<file path="config.mk">
export PLATFORM = sky130hd
export DESIGN_NAME = md_seq_ctrl
export DESIGN_NICKNAME = d
export VERILOG_FILES = /design/src/rtl/md_pkg.sv /design/src/rtl/md_seq_ctrl_step.sv /design/src/rtl/md_seq_ctrl.sv
export SDC_FILE = /design/constraint.sdc
export NUM_CORES = 1
export LEC_CHECK = 0
export CORE_MARGIN = 5
export CORE_UTILIZATION = 45
export CTS_CLUSTER_SIZE = 40
export DETAILED_ROUTE_END_ITERATION = 10
export SYNTH_ARGS = -nofsm -noshare
export SYNTH_HDL_FRONTEND = slang
export SYNTH_SLANG_ARGS = --single-unit
export TNS_END_PERCENT = 10
</file>
<file path="constraint.sdc">
create_clock -name clk -period 4.2 [get_ports clk]
set_clock_uncertainty 0.2 [all_clocks]
set_input_delay 0.63 -clock clk [delete_from_list [all_inputs] [get_ports clk]]
set_output_delay 0.63 -clock clk [all_outputs]
set_load 0.01 [all_outputs]
</file>
<file path="src/rtl/md_pkg.sv">
// md_pkg: shared types and constants for the multiply/divide sequencer.
//   md_func_e  : EX_CTRL MDFunc encoding
//   md_state_e : sequencer states
//   MD_DIV0_LO : LO result for a divide by zero (slice to XLEN, XLEN <= 64)
package md_pkg;

  typedef enum logic [2:0] {
    MD_NOP  = 3'b000,
    MD_MULT = 3'b001,
    MD_DIV  = 3'b010,
    MD_MTHI = 3'b011,
    MD_MTLO = 3'b100,
    MD_MADD = 3'b101,
    MD_MSUB = 3'b110,
    MD_RSVD = 3'b111
  } md_func_e;

  typedef enum logic [1:0] {
    IDLE,
    CALC,
    FIX
  } md_state_e;

  localparam logic [63:0] MD_DIV0_LO = '1;

endpackage

</file>
<file path="src/rtl/md_seq_ctrl_step.sv">
// md_seq_ctrl_step (module md_step): one combinational algorithm step on the
// partial registers.
//   i_div : 1 = restoring-divide step, 0 = shift-add multiply step
//   i_m   : multiplicand (MULT) or divisor (DIV), magnitude
//   i_a   : MULT upper product half / DIV partial remainder
//   i_q   : MULT multiplier + lower product / DIV dividend + quotient
//   o_a, o_q : registers after one step
module md_step #(
  parameter int XLEN = 32
) (
  input  logic            i_div,
  input  logic [XLEN-1:0] i_m,
  input  logic [XLEN-1:0] i_a,
  input  logic [XLEN-1:0] i_q,
  output logic [XLEN-1:0] o_a,
  output logic [XLEN-1:0] o_q
);

  logic [XLEN:0]   w_sum;   // multiply: A + (q0 ? M : 0), carry kept
  logic [XLEN:0]   w_sh;    // divide: remainder shifted left with next dividend bit
  logic            w_borrow;
  logic [XLEN-1:0] w_diff;

  assign w_sum = {1'b0, i_a} + (i_q[0] ? {1'b0, i_m} : '0);
  assign w_sh  = {i_a, i_q[XLEN-1]};
  assign w_borrow = (w_sh < {1'b0, i_m});
  // Without a borrow the difference is below M, so XLEN bits hold it exactly.
  assign w_diff = w_sh[XLEN-1:0] - i_m;

  always_comb begin
    o_a = '0;
    o_q = '0;
    if (i_div) begin
      o_a = w_borrow ? w_sh[XLEN-1:0] : w_diff;
      o_q = {i_q[XLEN-2:0], ~w_borrow};
    end else begin
      // Product {A,Q} shifts right; the sum's low bit enters Q's top.
      o_a = w_sum[XLEN:1];
      o_q = {w_sum[0], i_q[XLEN-1:1]};
    end
  end

endmodule

</file>
<file path="src/rtl/md_seq_ctrl.sv">
// md_seq_ctrl: multi-cycle multiply/divide sequencer for EX. Owns HI/LO.
// Optional feature macro: MD_MADD_EN (enables MADD/MSUB; otherwise NOP).
// Ports:
//   clk, rst_n        : clock, async active-low reset
//   md_start/md_func/md_sign/md_rs/md_rt : MD instruction in EX
//   md_read           : MFHI/MFLO in EX
//   md_flush          : EX flush, aborts any operation
//   md_busy           : operation in progress (CALC or FIX)
//   md_stall          : md_busy && (md_start || md_read)
//   md_hi, md_lo      : architectural HI/LO
//   md_done           : one-cycle pulse after MULT/DIV/MADD/MSUB writes HI/LO
module md_seq_ctrl
  import md_pkg::*;
#(
  parameter int XLEN            = 32,
  parameter int STEPS_PER_CYCLE = 1
) (
  input  logic            clk,
  input  logic            rst_n,
  input  logic            md_start,
  input  logic [2:0]      md_func,
  input  logic            md_sign,
  input  logic [XLEN-1:0] md_rs,
  input  logic [XLEN-1:0] md_rt,
  input  logic            md_read,
  input  logic            md_flush,
  output logic            md_busy,
  output logic            md_stall,
  output logic [XLEN-1:0] md_hi,
  output logic [XLEN-1:0] md_lo,
  output logic            md_done
);

  localparam int NSTEP = XLEN / STEPS_PER_CYCLE;
  localparam int CW    = (NSTEP > 1) ? $clog2(NSTEP) : 1;
  localparam logic [CW-1:0] LAST = CW'(NSTEP - 1);

  md_state_e       r_state;
  md_func_e        r_func;
  logic [CW-1:0]   r_cnt;
  logic [XLEN-1:0] r_m, r_a, r_q;
  logic            r_neg_q;   // quotient / product negative
  logic            r_neg_r;   // dividend negative -> remainder negative
  logic            r_div0;
  logic [XLEN-1:0] r_hi, r_lo;
  logic            r_done;

  md_func_e        w_func;
  logic            w_go_calc;
  logic            w_rs_neg, w_rt_neg;
  logic [XLEN-1:0] w_rs_abs, w_rt_abs;
  logic            w_is_div;

  assign w_func   = md_func_e'(md_func);
  assign w_rs_neg = md_sign & md_rs[XLEN-1];
  assign w_rt_neg = md_sign & md_rt[XLEN-1];
  assign w_rs_abs = w_rs_neg ? (~md_rs + 1'b1) : md_rs;
  assign w_rt_abs = w_rt_neg ? (~md_rt + 1'b1) : md_rt;
  assign w_is_div = (r_func == MD_DIV);

`ifdef MD_MADD_EN
  assign w_go_calc = (w_func == MD_MULT) || (w_func == MD_DIV) ||
                     (w_func == MD_MADD) || (w_func == MD_MSUB);
`else
  assign w_go_calc = (w_func == MD_MULT) || (w_func == MD_DIV);
`endif

  // Step chain: STEPS_PER_CYCLE steps per CALC cycle.
  logic [STEPS_PER_CYCLE:0][XLEN-1:0] w_a_ch, w_q_ch;
  assign w_a_ch[0] = r_a;
  assign w_q_ch[0] = r_q;

  for (genvar g = 0; g < STEPS_PER_CYCLE; g++) begin : g_step
    md_step #(.XLEN(XLEN)) u_step (
      .i_div (w_is_div),
      .i_m   (r_m),
      .i_a   (w_a_ch[g]),
      .i_q   (w_q_ch[g]),
      .o_a   (w_a_ch[g+1]),
      .o_q   (w_q_ch[g+1])
    );
  end

  // FIX-stage result: sign correction and optional accumulate.
  logic [2*XLEN-1:0] w_prod, w_prod_s, w_res;
  logic [XLEN-1:0]   w_q_s, w_r_s;

  always_comb begin
    w_prod   = {r_a, r_q};
    w_prod_s = r_neg_q ? (~w_prod + 1'b1) : w_prod;
    w_q_s    = r_neg_q ? (~r_q + 1'b1) : r_q;
    w_r_s    = r_neg_r ? (~r_a + 1'b1) : r_a;
    w_res    = w_prod_s;
    case (r_func)
      // Divide by zero: the remainder path already reproduces rs (|rs|
      // shifted through, sign restored), so only LO needs forcing.
      MD_DIV:  w_res = r_div0 ? {w_r_s, MD_DIV0_LO[XLEN-1:0]} : {w_r_s, w_q_s};
`ifdef MD_MADD_EN
      MD_MADD: w_res = {r_hi, r_lo} + w_prod_s;
      MD_MSUB: w_res = {r_hi, r_lo} - w_prod_s;
`endif
      default: w_res = w_prod_s;
    endcase
  end

  always_ff @(posedge clk or negedge rst_n) begin
    if (!rst_n) begin
      r_state <= IDLE;
      r_func  <= MD_NOP;
      r_cnt   <= '0;
      r_m     <= '0;
      r_a     <= '0;
      r_q     <= '0;
      r_neg_q <= 1'b0;
      r_neg_r <= 1'b0;
      r_div0  <= 1'b0;
      r_hi    <= '0;
      r_lo    <= '0;
      r_done  <= 1'b0;
    end else begin
      r_done <= 1'b0;
      case (r_state)
        IDLE: begin
          if (md_start && !md_flush) begin
            if (w_func == MD_MTHI) begin
              r_hi <= md_rs;
            end else if (w_func == MD_MTLO) begin
              r_lo <= md_rs;
            end else if (w_go_calc) begin
              r_state <= CALC;
              r_func  <= w_func;
              r_cnt   <= '0;
              r_a     <= '0;
              r_neg_q <= w_rs_neg ^ w_rt_neg;
              r_neg_r <= w_rs_neg;
              r_div0  <= (w_func == MD_DIV) && (md_rt == '0);
              if (w_func == MD_DIV) begin
                r_m <= w_rt_abs;
                r_q <= w_rs_abs;
              end else begin
                r_m <= w_rs_abs;
                r_q <= w_rt_abs;
              end
            end
          end
        end
        CALC: begin
          if (md_flush) begin
            r_state <= IDLE;
          end else begin
            r_a   <= w_a_ch[STEPS_PER_CYCLE];
            r_q   <= w_q_ch[STEPS_PER_CYCLE];
            r_cnt <= r_cnt + 1'b1;
            if (r_cnt == LAST) r_state <= FIX;
          end
        end
        FIX: begin
          r_state <= IDLE;
          if (!md_flush) begin
            {r_hi, r_lo} <= w_res;
            r_done       <= 1'b1;
          end
        end
        default: r_state <= IDLE;
      endcase
    end
  end

  assign md_busy  = (r_state != IDLE);
  assign md_stall = md_busy && (md_start || md_read);
  assign md_hi    = r_hi;
  assign md_lo    = r_lo;
  assign md_done  = r_done;

endmodule

</file>
Word level (Yosys, flattened, before mapping). Index checks and enable logic that the tools add are counted.

Flip-flop bits (word level): 174. Input bits: 73. Logic and storage cells: 114.

$add $sub $neg: 8. Magnitude comparators: 1. Equal/unequal tests: 17. Muxes and demuxes: 49. Bitwise logic cells: 11. Reduce and logical (&&, ||, !) cells: 16.

Operator list (number): 2-to-1 mux 32 bit (28); one-hot mux 32 bit (2 select lines) (4); adder 32 x 1 -> 32 bit, second input constant (4); 2-to-1 mux 64 bit (2); NOT 32 bit (4); adder 64 x 1 -> 64 bit, second input constant (1); NOT 64 bit (1); adder 32 x 33 -> 33 bit (1); < comparator 33 x 32 -> 1 bit (1); logical NOT 32 bit (1); subtractor 32 bit (1); 2-to-1 mux 5 bit (5); != test 2 bit, second input constant (8); AND reduction 5 bit (3); 2-to-1 mux 2 bit (6); one-hot mux 5 bit (2 select lines) (1); == test 3 x 2 -> 1 bit, second input constant (3); AND reduction 6 bit (1); nonzero test 2 bit (3); adder 5 x 1 -> 5 bit, second input constant (1); == test 5 bit, second input constant (1); one-hot mux 2 bit (2 select lines) (1); AND reduction 4 bit (1); == test 3 x 1 -> 1 bit, second input constant (1); other kinds (12) (19).

Logic depth before layout (Yosys ltp). Gate-level depths: netlist of run 1.

Word-level depth: 9. Gate-level depth with buffers: 14. Gate-level depth less buffers: 13.

Hierarchy. A second synthesis of run 1 with hierarchy kept.

Cell total of the unflattened synthesis: 1892. Area, all modules: 15258.4 um^2.

Modules (own cells, without submodules): md_seq_ctrl (instances 1, cells each 1215, area an instance 10493.8 um^2, seq. area each 4354.2 um^2); md_step (instances 1, cells each 677, area an instance 4764.6 um^2, seq. area each 0.0 um^2).

Worst setup path before layout of run 1. No wires, ideal clock.

Path type: register to register. Start point: register r_q[31]. End point: register r_a[26]. Setup time: 0.126 ns. Arrival: 3.067 ns. Path slack: 0.807 ns. Cell stages (with the launch flop): 15. Buffers on the path: 1. Clock period less this slack: 3.393 ns. Cell sequence: dfrtp_1 > clkbuf_1 > inv_1 > ha_1 > inv_1 > fa_1 > a21o_1 > a221oi_1 > o21ai_1 > and4_1 > a2111oi_0 > o41a_1 > xor2_1 > a21oi_1 > a2bb2oi_1.

Word-level cells in the longest chain between the ends: 5. Elaborated cells on any way between the ends: 6.

Ends and longest elaborated chain: from (decl) (line md_seq_ctrl.sv:41) `logic [XLEN-1:0] r_m, r_a, r_q;`; from (signal assigned) (line md_seq_ctrl.sv:139) `r_q <= w_rs_abs;`; from (signal assigned) (line md_seq_ctrl.sv:142) `r_q <= w_rt_abs;`; from (signal assigned) (line md_seq_ctrl.sv:152) `r_q <= w_q_ch[STEPS_PER_CYCLE];`; subtractor 32 bit / < comparator 33 x 32 -> 1 bit (equally long branches) (line md_seq_ctrl_step.sv:28, md_seq_ctrl_step.sv:26); 2-to-1 mux 32 bit (*) (line md_seq_ctrl_step.sv:34) `o_a = w_borrow ? w_sh[XLEN-1:0] : w_diff;`; 2-to-1 mux 32 bit (*) (line md_seq_ctrl_step.sv:33) `if (i_div) begin`; 2-to-1 mux 32 bit (*) (line md_seq_ctrl.sv:148) `if (md_flush) begin`; one-hot mux 32 bit (2 select lines) (*) (line md_seq_ctrl.sv:122) `case (r_state)`; to (signal assigned) (line md_seq_ctrl.sv:151) `r_a <= w_a_ch[STEPS_PER_CYCLE];`; to (decl) (line md_seq_ctrl.sv:41).

Every way passes the cells marked *; elsewhere a longest branch is shown, timed or not. The select of a mux whose other input is x is not followed. A chain may end at the register's enable or synchronous reset.

Final worst setup path of run 1.
Start point: register r_a[0]. End point: register r_a[15].

Word-level cells in the longest chain between the ends: 5. Elaborated cells on any way between the ends: 7.

Ends and longest elaborated chain (line): subtractor 32 bit / < comparator 33 x 32 -> 1 bit (equally long branches) (md_seq_ctrl_step.sv:28, md_seq_ctrl_step.sv:26); 2-to-1 mux 32 bit (md_seq_ctrl_step.sv:34); 2-to-1 mux 32 bit (*) (md_seq_ctrl_step.sv:33); 2-to-1 mux 32 bit (*) (md_seq_ctrl.sv:148); one-hot mux 32 bit (2 select lines) (*) (md_seq_ctrl.sv:122).

Marks and branches as above.

==> metrics.md, run 1 <==
| Metric | Value |
|---|---|
| CTS Buf Count | 17 |
| Slew HR | 12.4% |
| Data arrival time of the critical path | 4.16 ns |
| Final Routed Wirelength | 61.7 mm |
| Pwr per Cell Area | 522 mW/mm^2 |
| Synth area leader | dfrtp_1 |
| # Post-CTS Setup Buffers | 0 |
| Final period utilization | 96.1% |
| Cts repair resizes | 0 |
| Final #Nets | 2273 |
| Layout cell share with drive strength beyond 1 | 7.10% |
| Post-Synth Simple-Gate Area | 20.7% |
| Post-synthesis mux area share | 2.46% |
| H-tree levels | 4 |
| Yosys warnings | 0 |
| Highest clock rate | 0.248 GHz |
| Peak VDD IR | 0.356 mV |
| Register area share after synthesis | 28.7% |
| #FFs+latches synth | 174 |
| DR vias | 16000 |
| Critical path type | flip-flop to flip-flop |
| Grt total ovfl | 0 |
| CTS tree | built |
| Synth Area per Inst | 7.52 um^2 |
| Setup TNS Final | 0 ns |
| Crit-path leading delay family | compound AO/OA/AOI/OAI gates |
| Ys async rst share | 100% |
| Worst setup margin | 0.165 ns |
| Via count of the first global-routing pass | 15200 |
| Iter 0 DRT Violations | 1590 |
| Main combinational cell family by area after synthesis | compound AO/OA/AOI/OAI gates |
| Avg Vias per Cell | 6.17 |
| Area Overhead vs Synth | 18.5% |
| Chip height | 194 um |
| Synth Area in Adders | 6.04% |
| Clk buf depth | 2 |
| Number of enable flip-flop cells after synthesis | 0 |
| Root buf cell | clkbuf_16 |
| Fin crit period | 4.03 ns |
| Die area | 0.0374 mm^2 |
| DRC | 0 |
| First-pass GRT wire length | 93.0 mm |
| Detailed-route wire length per cell | 23.8 um |
| Boundary Pins | 140 |
| Total Routing Usage GR | 31.8% |
| R2R cell count | 12 |
| Worst Path Max Fanout | 19 |
| Gate power share | 55.1% |
| Clock share of power | 18.0% |
| Sequential Power Share | 27.0% |
| WP depth | 12 |
| Hold path cells | 2 |
| Core box area | 0.0334 mm^2 |
| Cell area after layout | 0.0180 mm^2 |
| Clock transition at the registers of the reported paths | 0.08 ns |
| Critical path endpoint category | flip-flop |
| Slew Viols, Final | 0 |
| MaxCap Viol Count | 0 |
| Outcome | complete, no violations |
| Yosys top cell area share | 28.7% |
| Fill cell count | 3384 |
| Compound-gate portion of the synthesized area | 26.7% |
| Leakage power | 7.81 nW |
| Placed Area | 0.0174 mm^2 |
| Worst min path class | flip-flop to flip-flop |
| Place WS | 0.178 ns |
| CTS Sinks | 174 |
| Starting Density | 45.4% |
| Worst path slowest cell | dfrtp_1 |
| Slew of the pin with the lowest slew margin | 1.31 ns |
| Xor-xnor portion of the synthesized cell area | 10.2% |
| Antenna-violating nets left | 0 |
| Die width | 194 um |
| Synth cell types | 81 |
| # rows | 67 |
| Pint | 5.04 mW |
| Final setup fails | 0 |
| Worst EP required | 4.33 ns |
| Initial antenna violation count | 2 |
| Detailed Routing Iterations Pass 1 | 7 |
| CP max stage delay | 0.54 ns |
| Switching power | 4.34 mW |
| Synth Flop Type | dfrtp_1 |
| Post-synthesis net count | 2160 |
| Final Hold Viols | 0 |
| Port bufs | 139 |
| Largest cells by area after synthesis | dfrtp_1 (29%), nand2_1 (7.8%), xnor2_1 (6.7%), o21ai_0 (6.1%), ha_1 (5.8%) |
| Bufs and invs on worst path | 2 |
| Global placer's final weighted congestion | 0.988 |
| Startpoint Class | flip-flop |
| Largest net degree at the start of global routing | 95 |
| Syn Std Cell Area | 0.0152 mm^2 |
| RSZ-0062 raised after global routing | no |
| Mapped Cells | 2015 |
| Sw Share | 46.3% |
| DP Wirelength | 47.6 mm |
| Worst skew pair latency | 0.47 ns |
| Critical path, cell by cell | ha_1 > nor2b_1 > o2111ai_1 > a211o_1 > a31oi_1 > a41oi_1 > buf_4 > o21ai_4 > buf_12 > mux2_2 > mux2i_1 > o22ai_1 |
==> layer usage <==
metal	wire, um	global-route usage, %	up-vias
li1	-	-	7441
met1	27200	44.9	7649
met2	26400	47.2	782
met3	5550	7.10	114
met4	2560	12.9	0
met5	0	0	-
==> metrics by stage <==
step / instances / util (%) / power, mW / hold slack [ns]
floorplan: 2015 / - / 5.79 / 0.134
global route: 2589 / 53.8 / 9.96 / 0.296
global placement: 2556 / 52.0 / 7.56 / 0.262
finish: 2591 / 53.8 / 9.38 / 0.277
detailed placement: 2556 / 52.0 / 7.61 / 0.268
CTS: 2589 / 53.8 / 9.31 / 0.282
==> cell usage after synthesis, types with 5 or more instances <==
cell type,count
mux2i_1,35
a31oi_1,41
o31ai_1,24
nand4b_1,5
o21ai_0,185
or2_2,6
nor2b_1,7
ha_1,70
a211oi_1,12
nand3_1,30
xor2_1,60
o21ai_1,26
or3_1,25
a21oi_1,165
o22ai_1,58
a21o_1,32
nor2_1,155
nor4_1,16
nor3_1,36
xnor2_1,116
clkbuf_1,115
or4_1,13
a211o_1,5
inv_1,69
o21bai_1,11
nand2_1,315
nand3b_1,5
nand2b_1,14
and2_1,12
and3_1,18
a22oi_1,18
nand4_1,8
o21a_1,9
o41ai_1,15
o211ai_1,8
buf_1,13
buf_2,5
dfrtp_1,174
a22o_1,9
==> tightest hold or removal path, cell delays in order (launching register included) <==
cell and delay, ns:
dfrtp_1 0.34, nand2_1 0.05, o31ai_1 0.05
==> logic make-up after synthesis <==
| group | count (synthesis) |
|---|---|
| compound gates | 665 |
| mux | 37 |
| simple gates | 686 |
| flops | 174 |
| buf+inv | 205 |
| xor+xnor | 176 |
| fa+ha+maj | 72 |
==> cell usage in the layout, fill, tap and decap left out, drive strengths merged, types with 5 or more instances in the layout <==
cell,n
a211o,5
a211oi,12
a21o,32
a21oi,166
a22o,9
a22oi,18
a31oi,41
and2,13
and3,18
buf,90
clkbuf,18
clkdlybuf4s50,138
dfrtp,174
ha,70
inv,75
mux2i,35
nand2,315
nand2b,14
nand3,30
nand3b,5
nand4,8
nand4b,5
nor2,155
nor2b,7
nor3,36
nor4,20
o211ai,8
o21a,9
o21ai,212
o21bai,11
o22ai,58
o31ai,24
o41ai,15
or2,7
or3,26
or4,13
xnor2,116
xor2,60
==> power by group through the flow <==
stage                     Combinational, mW  Clock [mW]  Sequential (mW)
after global routing                   5.61        1.78             2.58
after CTS                              5.09        1.71             2.51
after floorplan                        3.36           0             2.43
after global placement                 5.03           0             2.53
final                                  5.16        1.69             2.53
after detailed placement               5.07           0             2.54
==> final timing paths <==
kind | start | end | slack, ns
worst min register to register | md_hi[23] | md_hi[23] | 0.28
max in group asynchronous | rst_n | r_q[1] | 2.42
worst max-delay path | r_a[0] | r_a[15] | 0.17
worst max register to register | r_a[0] | r_a[15] | 0.17
min in group asynchronous | rst_n | md_hi[14] | 0.51
worst min-delay path | md_hi[23] | md_hi[23] | 0.28
==> registers in the layout, indices dropped and copies added, names as in the netlist, 2 cells and up <==
name / cells
r_func: 3
r_q: 32
r_a: 32
md_hi: 32
r_state: 2
md_lo: 32
r_m: 32
r_cnt: 5
==> area by class of cell <==
type                            count  area [um^2]  share of cell area, %
Clock inverter                     14          156                  0.871
Sequential cell                   174         4350                   24.2
Antenna cell                        2         5.00                 0.0279
Multi-Input combinational cell   1636        10100                   56.1
Clock buffer                       18          429                   2.39
Tap cell                          448          561                   3.12
Timing Repair Buffer              229         2120                   11.8
Inverter                           70          263                   1.46
==> timing repair <==
action	in CTS	in global routing
endpoints found under the hold margin	51	0
hold buffers	1	0
setup endpoints to repair	0	1
Power figures use the tool's default switching activity.
==> run 2: changes to the inputs <==
Settings changed: CAP_MARGIN set to 20.
==> run 2 against run 1 <==
Non-clock buffer count is 1 higher. Critical path type unchanged. Clock-buffer cell count increased by 3. Utilization is 0.14 points higher. Register-to-register slack about the same. Cell area up 0.26%. Sequential share of layout area fell by 0.062 points. Largest cell class unchanged. First-iteration DRC count is 9.3% higher. Critical endpoint is now r_a[30]. Wire length shrank 0.34%. Fmax hardly changed. Flip-flop and latch count stayed put.
==> metrics.md, run 2 (same netlist as run 1, synthesis figures left out) <==
| Metric | Value |
|---|---|
| Via count of the first global-routing pass | 15300 (+0.12%) |
| Port bufs | 139 (unchanged) |
| Most common cell after layout, fill and taps aside | nand2_1 |
| Detailed Routing Iterations Pass 1 | 5 (-2) |
| CTS Sinks | 174 (unchanged) |
| Boundary Pins | 140 (unchanged) |
| Clk buf depth | 2 (unchanged) |
| Die width | 194 um (unchanged) |
| First-pass GRT wire length | 92.7 mm (-0.38%) |
| # rows | 67 (unchanged) |
| Starting Density | 45.4% (unchanged) |
| Hold_ws | 0.275 ns (-0.00167 ns) |
| Pwr per Cell Area | 522 mW/mm^2 (about the same) |
| # Post-CTS Setup Buffers | 0 (unchanged) |
| Final setup fails | 0 (unchanged) |
| Peak VDD IR | 0.385 mV (+8.0%) |
| Final period utilization | 96.1% (about the same) |
| Placed Area | 0.0174 mm^2 (+0.16%) |
| Cell area after layout | 0.0180 mm^2 (+0.26%) |
| R2R cell count | 14 (+2) |
| Final Hold Viols | 0 (unchanged) |
| Critical path capture point | r_a[30] |
| DP Wirelength | 47.7 mm (+0.15%) |
| Startpoint Class | flip-flop |
| H-tree levels | 4 (unchanged) |
| Detailed-route wire length per cell | 23.7 um (-0.30%) |
| Slew of the pin with the lowest slew margin | 1.01 ns (-0.305 ns) |
| Leakage power | 7.83 nW (+0.31%) |
| RSZ-0062 raised after global routing | no |
| Clock transition at the registers of the reported paths | 0.08 ns (about the same) |
| Slew HR | 32.9% (+21 points) |
| Avg Vias per Cell | 6.19 (+0.37%) |
| Initial antenna violation count | 2 (unchanged) |
| Tot Pwr | 9.39 mW (+0.17%) |
| Antenna-violating nets left | 0 (unchanged) |
| Worst min path class | flip-flop to flip-flop |
| Layout cell share with drive strength beyond 1 | 7.19% (+0.090 points) |
| Fin crit period | 4.04 ns (+0.00225 ns) |
| Fill cell count | 3306 (-2.3%) |
| Root buf cell | clkbuf_16 |
| Worst Path Max Fanout | 4 (-15) |
| MaxCap Viol Count | 0 (unchanged) |
| Crit Reg-Reg Endpoint | r_a[30] |
| Slew Viols, Final | 0 (unchanged) |
| Worst skew pair latency | 0.47 ns (about the same) |
| Highest clock rate | 0.248 GHz (about the same) |
| Critical path type | flip-flop to flip-flop |
| Setup TNS Final | 0 ns (unchanged) |
| Grt total ovfl | 0 (unchanged) |
| Final Routed Wirelength | 61.5 mm (-0.34%) |
| Iter 0 DRT Violations | 1738 (+9.3%) |
| Place WS | 0.168 ns (-0.0106 ns) |
| Diode count | 0 (-2) |
| Final #Nets | 2274 (+0.044%) |
| Chip height | 194 um (unchanged) |
| CTS Buf Count | 17 (unchanged) |
| Outcome | complete, no violations |
| Commonest cells after routing, fill and taps aside | nand2_1 (315), o21ai_0 (185), dfrtp_1 (174), a21oi_1 (165), nor2_1 (154) |
| Area Overhead vs Synth | 18.8% |
| Worst EP required | 4.37 ns (+0.04 ns) |
| Total Routing Usage GR | 31.7% (-0.081 points) |
| Core box area | 0.0334 mm^2 (unchanged) |
| R2R Setup Slk | 0.16 ns (about the same) |
| Crit path from | r_q[31] |
| Global placer's final weighted congestion | 0.988 (unchanged) |
| DRC | 0 (unchanged) |
| FF-to-FF Start | r_q[31] |
| Largest net degree at the start of global routing | 95 (unchanged) |
| DR vias | 16000 (+0.33%) |
| Data arrival time of the critical path | 4.20 ns (+0.04 ns) |
| CTS tree | built |
| Die area | 0.0374 mm^2 (unchanged) |
| Worst setup margin | 0.163 ns (-0.00225 ns) |
| Critical path endpoint category | flip-flop |
run 2: changes by cell type in the layout (fill, tap and decap cells not counted), sizes merged:
cell / delta
inv: -4
clkinv: +2
clkbuf: +3
buf: +1
diode: -2
clkinvlp: -1
run 2: layer usage:
metal	share of wire [%]	global-route usage (%)	vias up
met5	0.021	0	-
met4	4.9	14.9	2
met3	10	7.41	119
met2	42	46.3	852
met1	43	44.4	7616
li1	-	-	7450
run 2: repair_timing:
item / in CTS / in global routing
hold buffers: 1 / 0
resized for setup: 0 / 1
endpoints found under the hold margin: 51 / 0
setup endpoints to repair: 0 / 1
run 2: how the worst min path moves through the flow:
stage                    from         to  slack (ns)  cells after the start
floorplan               rst_n    md_done        0.13                      0
global placement    md_lo[19]  md_lo[19]        0.26                      2
detailed placement  md_hi[23]  md_hi[23]        0.27                      2
CTS                 md_hi[23]  md_hi[23]        0.28                      2
global route         md_hi[1]   md_hi[1]        0.30                      2
finish              md_hi[23]  md_hi[23]        0.28                      2
run 2: final cells by class:
| cell class | count | area, um^2 | area share, % |
|---|---|---|---|
| multi-input cells | 1636 | 10100 | 56.0 |
| flip-flops and latches | 174 | 4350 | 24.2 |
| repair buffers | 230 | 2150 | 11.9 |
| well taps | 448 | 561 | 3.11 |
| clock buffers | 21 | 470 | 2.61 |
| inverters | 70 | 263 | 1.46 |
| clock inverters | 11 | 133 | 0.737 |
run 2: per-stage QoR:
step / std cells / util [%]
2_1_floorplan: 2015 / -
3_3_place_gp: 2556 / 52.0
4_1_cts: 2590 / 53.9
5_1_grt: 2590 / 54.0
3_5_place_dp: 2557 / 52.1
6_report: 2590 / 54.0
run 2: worst max-delay path, stage by stage, from the launching register on:
cell	delay (ns)
dfrtp_1	0.39
inv_1	0.07
ha_1	0.17
inv_1	0.06
fa_1	0.42
a21o_1	0.20
a221oi_1	0.62
o21ai_1	0.26
and4_1	0.27
a2111oi_0	0.43
buf_4	0.21
o41ai_1	0.09
xor2_1	0.17
a21oi_1	0.10
a211oi_1	0.26
run 2: power breakdown:
| group | total, mW | internal [mW] | leakage (nW) | switching, mW |
|---|---|---|---|---|
| logic | 5.16 | 2.08 | 5.33 | 3.08 |
| clock network | 1.71 | 0.931 | 0.290 | 0.780 |
| registers | 2.53 | 2.07 | 2.21 | 0.452 |
| total | 9.39 | 5.08 | 7.83 | 4.31 |
